**src/rtl/fc_layer_sequencer_pkg.sv**
```systemverilog
// Shared definitions for the fully-connected layer sequencer: FSM states
// and the lane geometry of the 4-wide MAC datapath.
package fc_pkg;

    localparam int NUM_LANE = 4;
    localparam int LANE_BIT = 2;

    typedef enum logic [2:0] {
        S_IDLE   = 3'd0,
        S_LAUNCH = 3'd1,
        S_WAIT   = 3'd2,
        S_WRITE  = 3'd3,
        S_DONE   = 3'd4
    } state_t;

endpackage

```
**src/rtl/fc_layer_sequencer_if.sv**
```systemverilog
// Control, data-mover and result-BRAM signals of the layer sequencer.
// The master modport is the sequencer's view.
interface fc_layer_sequencer_if #(
    parameter int CNT_BIT = 31,
    parameter int GRP_BIT = 10,
    parameter int DWIDTH  = 32,
    parameter int AWIDTH  = 12
);
    logic               i_run;
    logic [CNT_BIT-1:0] i_num_cnt;
    logic [GRP_BIT-1:0] i_num_grp;
    logic [AWIDTH-1:0]  i_res_base;
    logic               o_idle;
    logic               o_busy;
    logic               o_done;

    logic               o_dm_run;
    logic [CNT_BIT-1:0] o_dm_num_cnt;
    logic [AWIDTH-1:0]  o_wgt_base;
    logic               i_dm_idle;
    logic               i_dm_done;
    logic [DWIDTH-1:0]  i_result_0;
    logic [DWIDTH-1:0]  i_result_1;
    logic [DWIDTH-1:0]  i_result_2;
    logic [DWIDTH-1:0]  i_result_3;

    logic [AWIDTH-1:0]  o_wr_addr;
    logic               o_wr_ce;
    logic               o_wr_we;
    logic [DWIDTH-1:0]  o_wr_data;

    modport master (
        input  i_run, i_num_cnt, i_num_grp, i_res_base,
        output o_idle, o_busy, o_done,
        output o_dm_run, o_dm_num_cnt, o_wgt_base,
        input  i_dm_idle, i_dm_done, i_result_0, i_result_1, i_result_2, i_result_3,
        output o_wr_addr, o_wr_ce, o_wr_we, o_wr_data
    );

    modport slave (
        output i_run, i_num_cnt, i_num_grp, i_res_base,
        input  o_idle, o_busy, o_done,
        input  o_dm_run, o_dm_num_cnt, o_wgt_base,
        output i_dm_idle, i_dm_done, i_result_0, i_result_1, i_result_2, i_result_3,
        input  o_wr_addr, o_wr_ce, o_wr_we, o_wr_data
    );
endinterface

```
**src/rtl/fc_layer_sequencer_result_buffer.sv**
```systemverilog
// Four-lane capture register for the data mover ReLU results, read back
// one lane at a time during the write burst.
module fc_result_buffer
    import fc_pkg::*;
#(
    parameter int DWIDTH = 32
) (
    input  logic                clk,
    input  logic                reset,
    input  logic                load,
    input  logic [DWIDTH-1:0]   din [NUM_LANE],
    input  logic [LANE_BIT-1:0] sel,
    output logic [DWIDTH-1:0]   dout
);
    logic [DWIDTH-1:0] res_arr [NUM_LANE];

    generate
        for (genvar gi = 0; gi < NUM_LANE; gi++) begin : g_lane
            logic [DWIDTH-1:0] lane_reg;
            always_ff @(posedge clk) begin
                if (reset) begin
                    lane_reg <= '0;
                end else if (load) begin
                    lane_reg <= din[gi];
                end
            end
            assign res_arr[gi] = lane_reg;
        end
    endgenerate

    assign dout = res_arr[sel];
endmodule

```
**src/rtl/fc_layer_sequencer.sv**
```systemverilog
// Sequences one fully-connected layer in groups of four output nodes:
// launch the data mover, capture its four results, burst them into the result BRAM.
module fc_layer_sequencer
    import fc_pkg::*;
#(
    parameter int CNT_BIT = 31,
    parameter int GRP_BIT = 10,
    parameter int DWIDTH  = 32,
    parameter int AWIDTH  = 12
) (
    input logic clk,
    input logic reset,
    fc_layer_sequencer_if.master bus
);
    state_t              state_reg, state_next;
    logic [CNT_BIT-1:0]  num_cnt_reg;
    logic [GRP_BIT-1:0]  num_grp_reg;
    logic [AWIDTH-1:0]   res_base_reg;
    logic [GRP_BIT-1:0]  grp_reg;
    logic [LANE_BIT-1:0] lane_reg;
    logic [AWIDTH-1:0]   wgt_base_reg;

    logic                accept;
    logic                load_res;
    logic                wr_active;
    logic                grp_advance;
    logic                lane_last;
    logic                grp_last;
    logic [DWIDTH-1:0]   result_arr [NUM_LANE];
    logic [DWIDTH-1:0]   buf_dout;

    assign lane_last = (lane_reg == LANE_BIT'(NUM_LANE - 1));
    assign grp_last  = (grp_reg == (num_grp_reg - GRP_BIT'(1)));

    assign result_arr[0] = bus.i_result_0;
    assign result_arr[1] = bus.i_result_1;
    assign result_arr[2] = bus.i_result_2;
    assign result_arr[3] = bus.i_result_3;

    fc_result_buffer #(.DWIDTH(DWIDTH)) u_result_buffer (
        .clk   (clk),
        .reset (reset),
        .load  (load_res),
        .din   (result_arr),
        .sel   (lane_reg),
        .dout  (buf_dout)
    );

    always_comb begin
        state_next   = state_reg;
        accept       = 1'b0;
        load_res     = 1'b0;
        wr_active    = 1'b0;
        grp_advance  = 1'b0;
        bus.o_dm_run = 1'b0;
        case (state_reg)
            S_IDLE: begin
                if (bus.i_run) begin
                    accept = 1'b1;
                    // Empty layers skip straight to completion.
                    if (bus.i_num_grp == '0 || bus.i_num_cnt == '0) begin
                        state_next = S_DONE;
                    end else begin
                        state_next = S_LAUNCH;
                    end
                end
            end
            S_LAUNCH: begin
                if (bus.i_dm_idle) begin
                    bus.o_dm_run = 1'b1;
                    state_next   = S_WAIT;
                end
            end
            S_WAIT: begin
                if (bus.i_dm_done) begin
                    load_res   = 1'b1;
                    state_next = S_WRITE;
                end
            end
            S_WRITE: begin
                wr_active = 1'b1;
                if (lane_last) begin
                    if (grp_last) begin
                        state_next = S_DONE;
                    end else begin
                        grp_advance = 1'b1;
                        state_next  = S_LAUNCH;
                    end
                end
            end
            S_DONE: begin
                state_next = S_IDLE;
            end
            default: begin
                state_next = S_IDLE;
            end
        endcase
    end

    always_ff @(posedge clk) begin
        if (reset) begin
            state_reg    <= S_IDLE;
            num_cnt_reg  <= '0;
            num_grp_reg  <= '0;
            res_base_reg <= '0;
            grp_reg      <= '0;
            lane_reg     <= '0;
            wgt_base_reg <= '0;
        end else begin
            state_reg <= state_next;
            if (accept) begin
                num_cnt_reg  <= bus.i_num_cnt;
                num_grp_reg  <= bus.i_num_grp;
                res_base_reg <= bus.i_res_base;
                grp_reg      <= '0;
                wgt_base_reg <= '0;
            end
            if (load_res) begin
                lane_reg <= '0;
            end else if (wr_active) begin
                lane_reg <= lane_reg + LANE_BIT'(1);
            end
            // Weight base steps by the per-group word count, wrapping in the BRAM address space.
            if (grp_advance) begin
                grp_reg      <= grp_reg + GRP_BIT'(1);
                wgt_base_reg <= wgt_base_reg + AWIDTH'(num_cnt_reg);
            end
        end
    end

    assign bus.o_idle       = (state_reg == S_IDLE);
    assign bus.o_busy       = (state_reg != S_IDLE) && (state_reg != S_DONE);
    assign bus.o_done       = (state_reg == S_DONE);
    assign bus.o_dm_num_cnt = num_cnt_reg;
    assign bus.o_wgt_base   = wgt_base_reg;
    assign bus.o_wr_ce      = wr_active;
    assign bus.o_wr_we      = wr_active;
    assign bus.o_wr_addr    = wr_active
                            ? (res_base_reg + (AWIDTH'(grp_reg) << 2) + AWIDTH'(lane_reg))
                            : '0;
    assign bus.o_wr_data    = wr_active ? buf_dout : '0;
endmodule
```
**src/flat_wrapper.sv**
```systemverilog
// flat-port wrapper written by rule: the top's interface ports become plain ports
module fc_layer_sequencer_flat import fc_pkg::*;
#(
    parameter int CNT_BIT = 31,
    parameter int GRP_BIT = 10,
    parameter int DWIDTH  = 32,
    parameter int AWIDTH  = 12
)
  (clk, reset, bus_i_run, bus_i_num_cnt, bus_i_num_grp, bus_i_res_base, bus_o_idle, bus_o_busy, bus_o_done, bus_o_dm_run, bus_o_dm_num_cnt, bus_o_wgt_base, bus_i_dm_idle, bus_i_dm_done, bus_i_result_0, bus_i_result_1, bus_i_result_2, bus_i_result_3, bus_o_wr_addr, bus_o_wr_ce, bus_o_wr_we, bus_o_wr_data);
  fc_layer_sequencer_if #(.CNT_BIT(CNT_BIT), .GRP_BIT(GRP_BIT), .DWIDTH(DWIDTH), .AWIDTH(AWIDTH)) bus_i ();
  input logic clk;
  input logic reset;
  input wire logic [$bits(bus_i.i_run)-1:0] bus_i_run;
  input wire logic [$bits(bus_i.i_num_cnt)-1:0] bus_i_num_cnt;
  input wire logic [$bits(bus_i.i_num_grp)-1:0] bus_i_num_grp;
  input wire logic [$bits(bus_i.i_res_base)-1:0] bus_i_res_base;
  output wire logic [$bits(bus_i.o_idle)-1:0] bus_o_idle;
  output wire logic [$bits(bus_i.o_busy)-1:0] bus_o_busy;
  output wire logic [$bits(bus_i.o_done)-1:0] bus_o_done;
  output wire logic [$bits(bus_i.o_dm_run)-1:0] bus_o_dm_run;
  output wire logic [$bits(bus_i.o_dm_num_cnt)-1:0] bus_o_dm_num_cnt;
  output wire logic [$bits(bus_i.o_wgt_base)-1:0] bus_o_wgt_base;
  input wire logic [$bits(bus_i.i_dm_idle)-1:0] bus_i_dm_idle;
  input wire logic [$bits(bus_i.i_dm_done)-1:0] bus_i_dm_done;
  input wire logic [$bits(bus_i.i_result_0)-1:0] bus_i_result_0;
  input wire logic [$bits(bus_i.i_result_1)-1:0] bus_i_result_1;
  input wire logic [$bits(bus_i.i_result_2)-1:0] bus_i_result_2;
  input wire logic [$bits(bus_i.i_result_3)-1:0] bus_i_result_3;
  output wire logic [$bits(bus_i.o_wr_addr)-1:0] bus_o_wr_addr;
  output wire logic [$bits(bus_i.o_wr_ce)-1:0] bus_o_wr_ce;
  output wire logic [$bits(bus_i.o_wr_we)-1:0] bus_o_wr_we;
  output wire logic [$bits(bus_i.o_wr_data)-1:0] bus_o_wr_data;
  assign bus_i.i_run = bus_i_run;
  assign bus_i.i_num_cnt = bus_i_num_cnt;
  assign bus_i.i_num_grp = bus_i_num_grp;
  assign bus_i.i_res_base = bus_i_res_base;
  assign bus_o_idle = bus_i.o_idle;
  assign bus_o_busy = bus_i.o_busy;
  assign bus_o_done = bus_i.o_done;
  assign bus_o_dm_run = bus_i.o_dm_run;
  assign bus_o_dm_num_cnt = bus_i.o_dm_num_cnt;
  assign bus_o_wgt_base = bus_i.o_wgt_base;
  assign bus_i.i_dm_idle = bus_i_dm_idle;
  assign bus_i.i_dm_done = bus_i_dm_done;
  assign bus_i.i_result_0 = bus_i_result_0;
  assign bus_i.i_result_1 = bus_i_result_1;
  assign bus_i.i_result_2 = bus_i_result_2;
  assign bus_i.i_result_3 = bus_i_result_3;
  assign bus_o_wr_addr = bus_i.o_wr_addr;
  assign bus_o_wr_ce = bus_i.o_wr_ce;
  assign bus_o_wr_we = bus_i.o_wr_we;
  assign bus_o_wr_data = bus_i.o_wr_data;
  fc_layer_sequencer #(.CNT_BIT(CNT_BIT), .GRP_BIT(GRP_BIT), .DWIDTH(DWIDTH), .AWIDTH(AWIDTH)) u_core (.clk(clk), .reset(reset), .bus(bus_i));
endmodule
```
**config.mk**
```make
export PLATFORM = sky130hd
export DESIGN_NAME = fc_layer_sequencer_flat
export DESIGN_NICKNAME = d
export VERILOG_FILES = /design/src/rtl/fc_layer_sequencer_pkg.sv /design/src/rtl/fc_layer_sequencer_if.sv /design/src/rtl/fc_layer_sequencer_result_buffer.sv /design/src/rtl/fc_layer_sequencer.sv /design/src/flat_wrapper.sv
export SDC_FILE = /design/constraint.sdc
export NUM_CORES = 1
export LEC_CHECK = 0
export CAP_MARGIN = 40
export CORE_MARGIN = 5
export CORE_UTILIZATION = 52
export CTS_BUF_LIST = sky130_fd_sc_hd__clkbuf_4 sky130_fd_sc_hd__clkbuf_8 sky130_fd_sc_hd__clkbuf_16
export CTS_CLUSTER_DIAMETER = 120
export DETAILED_ROUTE_END_ITERATION = 16
export DONT_BUFFER_PORTS = 1
export GPL_TIMING_DRIVEN = 0
export MAX_ROUTING_LAYER = met4
export PLACE_DENSITY_LB_ADDON = 0.15
export SLEW_MARGIN = 20
export SYNTH_ARGS = -nofsm -noshare
export SYNTH_HDL_FRONTEND = slang
export SYNTH_HIERARCHICAL = 1
export SYNTH_SLANG_ARGS = --single-unit
```
**constraint.sdc**
```tcl
create_clock -name clk -period 2.55 [get_ports clk]
set_clock_uncertainty 0.15 [all_clocks]
set_input_delay 0.1275 -clock clk [delete_from_list [all_inputs] [get_ports clk]]
set_output_delay 0.1275 -clock clk [all_outputs]
set_load 0.005 [all_outputs]
```
== Yosys cells after proc, flatten, opt, wreduce, memory -nomap -nowiden ==
Cells that the tools add are included.

* Input port bits: 186
* Memories: 0
* Latch bits: 0
* Bits in registers: 208
* Word-level logic and storage cells: 65
* Bits in read-only memories: 0
* Memory bits (writable): 0
* Output and inout bits: 93

* Multipliers: 0
* Muxes and demuxes: 26
* $lt $le $gt $ge: 1
* Shift operators: 0
* Divide/modulo/power cells: 0
* Bitwise logic cells: 1
* Reductions and logical operators: 9
* Equal/unequal tests: 11
* $add $sub $neg: 6

{| class="wikitable"
|+ Operators with widths
! operator !! count
|-
| two-way mux 32 bit || 3
|-
| binary-select mux 32 bit (select 2 bit) || 1
|-
| two-way mux 12 bit || 3
|-
| logical NOT 31 bit || 1
|-
| adder 12 bit || 2
|-
| two-way mux 10 bit || 2
|-
| two-way mux 3 bit || 6
|-
| adder 12 x 2 -> 12 bit || 1
|-
| case mux 3 bit (4 select lines) || 1
|-
| adder 10 x 1 -> 10 bit (second input constant) || 1
|-
| equality test 10 bit || 1
|-
| logical NOT 10 bit || 1
|-
| two-way mux 1 bit || 10
|-
| subtractor 10 x 1 -> 10 bit (second input constant) || 1
|-
| equality test 3 x 2 -> 1 bit (second input constant) || 2
|-
| != test 2 bit (second input constant) || 3
|-
| AND reduction 4 bit || 1
|-
| equality test 3 x 1 -> 1 bit (second input constant) || 1
|-
| equality test 3 bit (second input constant) || 1
|-
| greater-or-equal comparator 3 bit (second input constant) || 1
|-
| logical NOT 3 bit || 1
|-
| != test 3 bit (second input constant) || 1
|-
| NOT 2 -> 3 bit || 1
|-
| nonzero test 3 bit || 1
|-
| 7 further kinds || 7
|}

== Depth between registers and ports, before layout ==
Gate-level depths: netlist of the first run.

* Depth in word-level cells: 6
* Depth in mapped cells: 10
* Depth with buffers taken out: 8

== Cells and area by module ==
The synthesis of the first run kept the hierarchy.

{| class="wikitable"
|+ Modules (own cells, without submodules)
! module !! times used !! area an instance (µm²) !! cells an instance
|-
| fc_result_buffer || 1 || 5308.8 || 452
|-
| fc_layer_sequencer || 1 || 4977.3 || 656
|}

== Least setup slack after synthesis of the first run ==
No wires, ideal clock.

* Path type: flip-flop to flip-flop
* From: register u_core.num_grp_reg[0]
* To: register u_core.state_reg[0]
* Data required time: 2.273 ns
* Setup slack: 0.239 ns
* Setup time: 0.127 ns
* Path buffers: 1
* Clock period less this slack: 2.311 ns
* Stages on the path, launching flop included: 10
* Arrival: 2.034 ns
* Cell sequence: dfxtp_1 > inv_1 > ha_1 > nor2b_1 > or3_1 > a31oi_1 > and4b_1 > buf_6 > a31oi_1 > or3_1

* Longest elaborated chain between the ends: 5

{| class="wikitable"
|+ Ends and longest elaborated chain
! item !! RTL line !! text
|-
| start, declared || fc_layer_sequencer.sv:17 || <nowiki>logic [GRP_BIT-1:0] num_grp_reg;</nowiki>
|-
| start signal, assigned || fc_layer_sequencer.sv:113 || <nowiki>num_grp_reg <= bus.i_num_grp;</nowiki>
|-
| subtractor 10 x 1 -> 10 bit || fc_layer_sequencer.sv:33 || <nowiki>assign grp_last = (grp_reg == (num_grp_reg - GRP_BIT'(1)));</nowiki>
|-
| equality test 10 bit || fc_layer_sequencer.sv:33 ||
|-
| two-way mux 3 bit || fc_layer_sequencer.sv:83 || <nowiki>if (grp_last) begin</nowiki>
|-
| two-way mux 3 bit || fc_layer_sequencer.sv:82 || <nowiki>if (lane_last) begin</nowiki>
|-
| case mux 3 bit (4 select lines) || fc_layer_sequencer.sv:56 || <nowiki>case (state_reg)</nowiki>
|-
| end signal, assigned || fc_layer_sequencer.sv:110 || <nowiki>state_reg <= state_next;</nowiki>
|-
| end, declared || fc_layer_sequencer.sv:15 || <nowiki>state_t state_reg, state_next;</nowiki>
|}

No other way between the ends. The select of a mux whose other input is x is not followed.
A chain may end at the register's enable or synchronous reset.

== Worst setup path after layout of the first run ==
* From: register u_core.grp_reg[6]
* To: output bus_o_wr_addr[11]

* Longest elaborated chain between the ends: 3

{| class="wikitable"
|+ Ends and longest elaborated chain
! item !! RTL line !! text
|-
| start, declared || fc_layer_sequencer.sv:19 || <nowiki>logic [GRP_BIT-1:0] grp_reg;</nowiki>
|-
| start signal, assigned || fc_layer_sequencer.sv:125 || <nowiki>grp_reg <= grp_reg + GRP_BIT'(1);</nowiki>
|-
| adder 12 bit || fc_layer_sequencer.sv:139 || <nowiki>? (res_base_reg + (AWIDTH'(grp_reg) << 2) + AWIDTH'(lane_reg))</nowiki>
|-
| adder 12 x 2 -> 12 bit || fc_layer_sequencer.sv:139 ||
|-
| two-way mux 12 bit || fc_layer_sequencer.sv:139 ||
|-
| end, declared || flat_wrapper.sv:29 || <nowiki>output wire logic [$bits(bus_i.o_wr_addr)-1:0] bus_o_wr_addr;</nowiki>
|}

No other way between the ends.

==> metrics.md, run 1 <==
| Metric | Value |
|---|---|
| Synth-to-Final Area Change | 33.2% |
| Final Net Count | 1554 |
| Fill cell instance count of the final layout | 1437 |
| Root Buffer Master | sky130_fd_sc_hd__clkbuf_16 |
| CP max stage cell | sky130_fd_sc_hd__dfxtp_1 |
| Maximum achievable frequency | slightly below 400 MHz |
| Per-instance average area after synthesis | 9.28 µm² |
| Levels on crit path | 5 |
| Proportion of layout cells with a drive suffix above 1 | 0.137 |
| Count of synthesis-stage warnings from yosys | 6 |
| Ranking of synthesized cells by area | sky130_fd_sc_hd__dfxtp_1 40%, sky130_fd_sc_hd__mux2i_1 13%, sky130_fd_sc_hd__mux4_2 6.8% |
| Horizontal die dimension | 151 µm |
| Total core area | 0.0195 mm² |
| Kind of end point of the critical path | output pin |
| CTS tree | yes |
| Total Routing Usage GR | 0.299 |
| Violations in the final reports | setup timing |
| Die area | 0.0227 mm² |
| Crit path setup slack, layout | -28.4 ps |
| EDFF count, synth | 0 |
| Endpoint required time on the critical path | 2270 ps |
| Critical path buffer and inverter count | 0 |
| Placed instance area | between 0.01 and 0.015 mm² |
| Chip Height | roughly 150 µm |
| Post-DR vias/cell | approximately 5.8 |
| Syn_nets | ~1300 |
| HPWL after detailed placement | 21800 µm |
| Maximum VDD drop | 0.000495 V |
| Cell type with the highest aggregate area in the netlist | sky130_fd_sc_hd__dfxtp_1 |
| Share of synthesized area occupied by flip-flops and latches | 0.405 |
| Type of the worst setup path | flip-flop to output pin |
| Post-synth ARST share | 0 |
| Clock-pin slew of the registers on the worst-case setup and hold paths | 60 ps |
| Count of mapped cells out of synthesis | 1108 |
| Arr. time, crit path | 2300 ps |
| First DRT Iteration DRCs | 498 |
| Number of endpoints failing setup at the final stage | 3 |
| Cell Chain, Critical Path | ha_1, or3_1, a31o_2, a31oi_4, mux2i_2 |
| Maximum number of pins on one net before global-route repair | 13 |
| Via count of the first global-routing pass | between 9000 and 10000 |
| Number of antenna violations at the first check in global routing | 4 |
| Setup slack, reg-to-reg | 80 ps |
| First-pass iteration count of the detailed router | 5 |
| Seq cells post-synth | ~210 |
| Leading register cell type out of synthesis | sky130_fd_sc_hd__dfxtp_1 |
| Power per unit of standard cell area | about 640 mW/mm² |
| Clock insertion delay at the later pin of the skew report | 520 ps |
| Final period demand of the worst path | 2580 ps |
| Final RePlAce weighted congestion | 0.860 |
| Number of violations of the max-capacitance limit | 0 |
| Number of buffers created by CTS | 24 |
| Largest fanout of any net on the critical path | 6 |
| Post-route design area | 0.0137 mm² |
| Max reg flops | 128 |
| Number of distinct library cell variants in the gate-level netlist after synthesis | between 60 and 70 |
| Worst Reg-to-Reg Cells | 8 |
| Slew Limit Fails | 0 |
| Type of the tightest min-delay check | input port to flip-flop |
| Detail Route Antenna Nets | 0 |
| Total power of the final layout | 8.81 mW |
| Count of clock tree sinks | roughly 210 |
| Via count | ~9400 |
| CTS H-tree lvls | 1 |
| Run status | finished, violations left |
| I/O pin cnt | approximately 280 |
| Routed Wire Length | 34300 µm |
| DRC | 0 |
| Global route total overflow | 0 |
| Core Rows | 51 |
| Wire length of the first global-routing pass | 52000 µm |
| Starting density of the core | 0.529 |
| Max_slew headroom | 0.526 |
| Post-Syn Area | 0.0103 mm² |
| Transition time at the pin with the least slew margin | 705 ps |
| Category of cells accounting for the largest share of critical-path delay | compound AO/OA/AOI/OAI gates |
| Yosys top cell area share | 0.405 |
| Wire per inst | 21.1 µm |
| Slowest cell delay on critical path | around 400 ps |
| Lkg Pwr | 5.02 nW |
| Number of I/O port buffers | 0 |
| Critical path launch point type | flip-flop |
| Setup repair after global routing missed its margin | yes |
| Total count of hold-check failures in the final report | 0 |
| Final cycle utilization of the critical path | 1.01 |
| Number of cells on the worst hold path | 5 |
| Fin util | 0.704 |
| Worst-case clock buffer depth | 3 |
| Post-place setup slack | -259 ps |
-- report_power, final --
group,internal (mW),switching [mW]
clock network,2.05,1.35
logic,0.777,0.999
registers,3.47,0.175
total,6.29,2.52
-- routing by layer --
layer	routed length, µm	GRT usage	vias up
met3	2460	0.0593	99
met5	0	-	-
met1	13200	0.349	4483
met4	1150	0.107	0
li1	-	-	4395
met2	17500	0.514	417
-- final timing paths --
| kind | startpoint | endpoint |
|---|---|---|
| setup / recovery | u_core/grp_reg[6] | bus_o_wr_addr[11] |
| hold / removal | bus_i_num_cnt[29] | u_core/state_reg[2] |
| setup reg to reg | u_core/state_reg[2] | u_core/bus.o_wgt_base[11] |
| hold reg to reg | u_core/res_base_reg[2] | u_core/res_base_reg[2] |
-- tightest hold or removal path: cells and delay by family --
family | cells | cell delay (ps)
AO/OA/AOI/OAI | 2 | 190
AND/OR/NAND/NOR | 3 | 280
-- cells by family (layout without fill, tap and decap cells) --
logic type               count (synthesis)  count (layout)  synth area share
other                                    0               5                 0
flip-flops                             208             208             0.405
XOR/XNOR                                26              26            0.0221
multiplexers                           170             170             0.206
buffers and inverters                   85             330            0.0457
adder cells (fa/ha/maj)                 27              27            0.0343
AO/OA/AOI/OAI                          157             157            0.0921
AND/OR/NAND/NOR                        435             435             0.195
-- cell usage after synthesis (3+ instances only) --
library cell	count
sky130_fd_sc_hd__buf_6	5
sky130_fd_sc_hd__a211oi_1	4
sky130_fd_sc_hd__mux2i_1	137
sky130_fd_sc_hd__a31oi_1	12
sky130_fd_sc_hd__or2_2	4
sky130_fd_sc_hd__buf_2	7
sky130_fd_sc_hd__a21o_1	4
sky130_fd_sc_hd__nor4b_1	5
sky130_fd_sc_hd__ha_1	25
sky130_fd_sc_hd__a22oi_1	3
sky130_fd_sc_hd__a31o_2	5
sky130_fd_sc_hd__o21ai_0	24
sky130_fd_sc_hd__xor2_1	10
sky130_fd_sc_hd__buf_12	3
sky130_fd_sc_hd__or3_1	8
sky130_fd_sc_hd__nand4_1	13
sky130_fd_sc_hd__o21a_1	3
sky130_fd_sc_hd__mux4_2	31
sky130_fd_sc_hd__nand3_1	26
sky130_fd_sc_hd__o211ai_1	6
sky130_fd_sc_hd__xnor2_1	16
sky130_fd_sc_hd__and2_1	38
sky130_fd_sc_hd__o21bai_1	4
sky130_fd_sc_hd__a21oi_1	71
sky130_fd_sc_hd__buf_4	15
sky130_fd_sc_hd__nor2_1	153
sky130_fd_sc_hd__o22ai_1	4
sky130_fd_sc_hd__nand2b_1	5
sky130_fd_sc_hd__and3_1	6
sky130_fd_sc_hd__clkbuf_1	45
sky130_fd_sc_hd__inv_1	8
sky130_fd_sc_hd__nor3_1	15
sky130_fd_sc_hd__nor4_1	12
sky130_fd_sc_hd__nor2b_1	7
sky130_fd_sc_hd__dfxtp_1	208
sky130_fd_sc_hd__nand2_1	131
-- timing repair --
item                       in CTS  in global routing
buffers inserted                8                  4
hold buffers                  194                  0
setup endpoints to repair     113                 87
gates resized for setup        43                 43
pin swaps                      10                 20
cloned                          0                  1
hold endpoints to repair      193                  0
-- cells in the final DEF (no fill, tap or decap), drive strengths merged, types with 5 or more instances in the layout --
master	n
dfxtp	208
nor2b	7
o211ai	6
nor3	15
mux4	33
xnor2	16
diode	5
inv	9
mux2i	137
or3	8
nand2	131
nand4	13
a31o	5
nand3	26
nor4	12
buf	46
ha	25
o21ai	25
xor2	10
a31oi	12
or2	5
and2	38
a21oi	72
clkbuf	78
nor4b	5
nor2	154
dlygate4sd3	194
nand2b	5
and3	6
-- final cells by class --
class / count / area (µm²) / share of cell area
flip-flops and latches: 208 / 4190 / 0.306
clock inverters: 3 / 40.0 / 0.00292
repair buffers: 207 / 2040 / 0.149
plain buffers: 76 / 455 / 0.0332
well taps: 265 / 332 / 0.0242
inverters: 9 / 33.8 / 0.00247
clock buffers: 35 / 726 / 0.0530
multi-input cells: 815 / 5870 / 0.429
diodes: 5 / 12.5 / 0.000913
-- per-stage QoR --
stage          TNS (ps)  hold slack, ps  instances
2_1_floorplan         0             113       1108
3_3_place_gp     -12400             115       1373
3_5_place_dp     -11270             120       1373
4_1_cts            -120            4.39       1613
5_1_grt            -409            21.6       1622
6_report          -45.6            2.73       1623
No activity file was read; power rests on OpenSTA's default activity.
==> run 2: changes to the inputs <==
Settings changed: CORE_UTILIZATION 52 to 45.
Clock period 2.55 ns to 2.65 ns, I/O delays scaled along.
==> run 2 against run 1 <==
The flow finishes with violations (hold timing, setup timing); routed wire length is 3.4% lower; critical path type unchanged; non-clock buffer count decreased by 5; flip-flop and latch count did not move; combinational power shrank 5%; first-iteration DRC count increased by 35%; sequential power down 4%; setup slack got worse by 36 ps; critical path depth increased by 3; via count shrank 2.3%.
==> metrics.md, run 2 (synthesis results as in run 1) <==
| Metric | Value |
|---|---|
| DRC | 0 (unchanged) |
| Leading cell type in the layout, fill and taps excluded | sky130_fd_sc_hd__dfxtp_1 |
| Synth-to-Final Area Change | 31.5% |
| Routed Wire Length | 33100 µm (-3.4%) |
| Flop pwr share | 0.424 (+0.011) |
| Met3 track utilization from global routing | 0.0457 (-0.0136) |
| Endpoint required time on the critical path | 2370 ps (+100 ps) |
| Total power of the final layout | 8.25 mW (-6.4%) |
| Hold slack final | -15.1 ps (-17.8 ps) |
| GR Layer Usage met2 | 0.415 (-0.0990) |
| Slew Limit Fails | 0 (unchanged) |
| Clock insertion delay at the later pin of the skew report | 530 ps (about the same) |
| Starting density of the core | 0.456 (-0.0728) |
| Setup repair after global routing missed its margin | yes |
| Critical path launch point type | flip-flop |
| Type of the worst setup path | flip-flop to output pin |
| Met1 Use GR | 0.314 (-0.0353) |
| First-pass iteration count of the detailed router | 7 (+2) |
| Fin util | 0.599 (-0.104) |
| Horizontal die dimension | 161 µm (+7.0%) |
| HPWL after detailed placement | 22400 µm (+2.8%) |
| Relative contribution of combinational cells to total power | 0.205 (+0.004) |
| Transition time at the pin with the least slew margin | 674 ps (-30.6 ps) |
| Chip Height | 161 µm (+7.0%) |
| Final RePlAce weighted congestion | 0.854 (-0.63%) |
| Max_slew headroom | 0.551 (+0.0248) |
| Cell Int Power | 5.82 mW (-7.5%) |
| Total core area | 0.0226 mm² (+16%) |
| Number of antenna violations at the first check in global routing | 1 (-3) |
| Post-place setup slack | -187 ps (+72.3 ps) |
| Final period demand of the worst path | 2710 ps |
| Final Net Count | 1548 (-0.39%) |
| Post-route design area | 0.0135 mm² (-1.2%) |
| Part of the total power dissipated in the clock network | 0.371 (-0.014) |
| Maximum number of pins on one net before global-route repair | 13 (unchanged) |
| Total count of hold-check failures in the final report | 1 (+1) |
| Worst-case clock buffer depth | 3 (unchanged) |
| CTS H-tree lvls | 1 (unchanged) |
| Largest fanout of any net on the critical path | 3 (-3) |
| Lkg Pwr | 4.95 nW (-1.3%) |
| Power per unit of standard cell area | 610 mW/mm² (-5.3%) |
| Setup slack, reg-to-reg | 130 ps (+50 ps) |
| Arr. time, crit path | 2430 ps (+130 ps) |
| Type of the tightest min-delay check | input port to flip-flop |
| Switching component of the power | 2.43 mW (-3.8%) |
| Count of clock tree sinks | 208 (unchanged) |
| I/O pin cnt | 279 (unchanged) |
| Max reg flops | 128 (unchanged) |
| Slowest cell delay on critical path | 350 ps (-50 ps) |
| Cell Chain, Critical Path | ha_4, fa_2, a21oi_2, o21ai_2, a21oi_2, o21ai_1, o21ai_1, mux2i_1 |
| Final cycle utilization of the critical path | 1.02 |
| CP max stage cell | sky130_fd_sc_hd__dfxtp_4 |
| Proportion of layout cells with a drive suffix above 1 | 0.119 (-0.0187) |
| Crit path setup slack, layout | -64.0 ps (-35.6 ps) |
| Run status | finished, violations left |
| First DRT Iteration DRCs | 670 (+35%) |
| Number of I/O port buffers | 0 (unchanged) |
| Die area | 0.0260 mm² (+14%) |
| Maximum VDD drop | 0.000513 V (+3.8%) |
| Most used routing layer in global routing | met2 |
| Number of standard cells in the layout, taps in and fillers out | 1633 (+0.62%) |
| Wire per inst | 20.3 µm (-4.0%) |
| Number of endpoints failing setup at the final stage | 1 (-2) |
| Placed instance area | 0.0106 mm² (+0.24%) |
| Detail Route Antenna Nets | 0 (unchanged) |
| Maximum achievable frequency | 368 MHz |
| Via count of the first global-routing pass | 9358 (-3.5%) |
| Instance count after placement with tap cells included | 1393 (+1.5%) |
| Total Routing Usage GR | 0.252 (-0.0471) |
| Number of violations of the max-capacitance limit | 0 (unchanged) |
| Violations in the final reports | hold timing, setup timing |
| Switching share of power | 0.294 (+0.00810) |
| Core Rows | 55 (+7.8%) |
| Via count | 9180 (-2.3%) |
| Clock-pin slew of the registers on the worst-case setup and hold paths | 60 ps (about the same) |
| Kind of end point of the critical path | output pin |
| Wire length of the first global-routing pass | 51400 µm (-1.2%) |
| CTS tree | yes |
| Global route total overflow | 0 (unchanged) |
| Number of buffers created by CTS | 23 (-4.2%) |
| Commonest cells after routing, fill and taps aside | 204 x sky130_fd_sc_hd__dfxtp_1, 194 x sky130_fd_sc_hd__dlygate4sd3_1, 152 x sky130_fd_sc_hd__nor2_1 |
| Post-DR vias/cell | 5.62 (-2.9%) |
| Root Buffer Master | sky130_fd_sc_hd__clkbuf_16 |
-- run 2: cell types whose count changed in the layout (fill, tap and decap cells not counted), moves of 3 or more --
cell                       delta
sky130_fd_sc_hd__buf_4        -3
sky130_fd_sc_hd__dfxtp_2      -6
sky130_fd_sc_hd__ha_4         -3
sky130_fd_sc_hd__dfxtp_1      +7
sky130_fd_sc_hd__clkbuf_1     +4
sky130_fd_sc_hd__diode_2      -4
-- run 2: power by group through the flow --
stage / Clock (mW) / Sequential (mW) / Combinational, mW
3_5_place_dp: 0 / 3.56 / 1.34
4_1_cts: 3.12 / 3.49 / 1.62
3_3_place_gp: 0 / 3.55 / 1.32
5_1_grt: 3.26 / 3.52 / 1.85
6_report: 3.06 / 3.49 / 1.69
2_1_floorplan: 0 / 3.51 / 1.04
-- run 2: per-layer routing --
metal  vias to the layer above  part of all wire  routed length [µm]
met5                         -                 0                   0
met4                         0             0.036                1180
met3                        80             0.057                1880
met2                       345              0.48               16000
met1                      4381              0.42               14000
li1                       4374                 -                   -
-- run 2: path summary, 6_finish.rpt --
kind | start | to | cells after the start
worst max register to register | u_core/lane_reg[0] | u_core/state_reg[0] | 7
worst min-delay path | bus_i_num_grp[3] | u_core/state_reg[2] | 5
worst min register to register | u_core/res_base_reg[5] | u_core/res_base_reg[5] | 2
worst max-delay path | u_core/lane_reg[0] | bus_o_wr_addr[10] | 8
-- run 2: per-stage QoR --
step                hold WS (ps)  TNS (ps)
global route                50.5      -260
floorplan                    118         0
global placement             120     -6170
finish                     -15.1     -64.0
detailed placement           127     -6700
CTS                         1.01     -66.6
-- run 2: worst max-delay path, delay by kind of cell (launching register included) --
family | cells | cell delay, ps
AO/OA/AOI/OAI | 5 | 730
adder cells (fa/ha/maj) | 2 | 510
flip-flops | 1 | 350
multiplexers | 1 | 320
-- run 2: repair_timing --
action | in CTS | in global routing
hold buffers | 194 | 0
pin swaps | 7 | 6
hold endpoints to repair | 193 | 0
setup endpoints to repair | 106 | 86
gates resized for setup | 26 | 34
buffers inserted | 3 | 5
-- run 2: layout make-up --
type | count | area, µm²
Timing Repair Buffer | 202 | 2000
Fill cell | 1941 | 9040
Antenna cell | 1 | 2.50
Tap cell | 285 | 357
Sequential cell | 208 | 4180
Buffer | 76 | 452
Clock buffer | 31 | 661
Clock inverter | 6 | 51.3
Inverter | 9 | 33.8
Multi-Input combinational cell | 815 | 5800
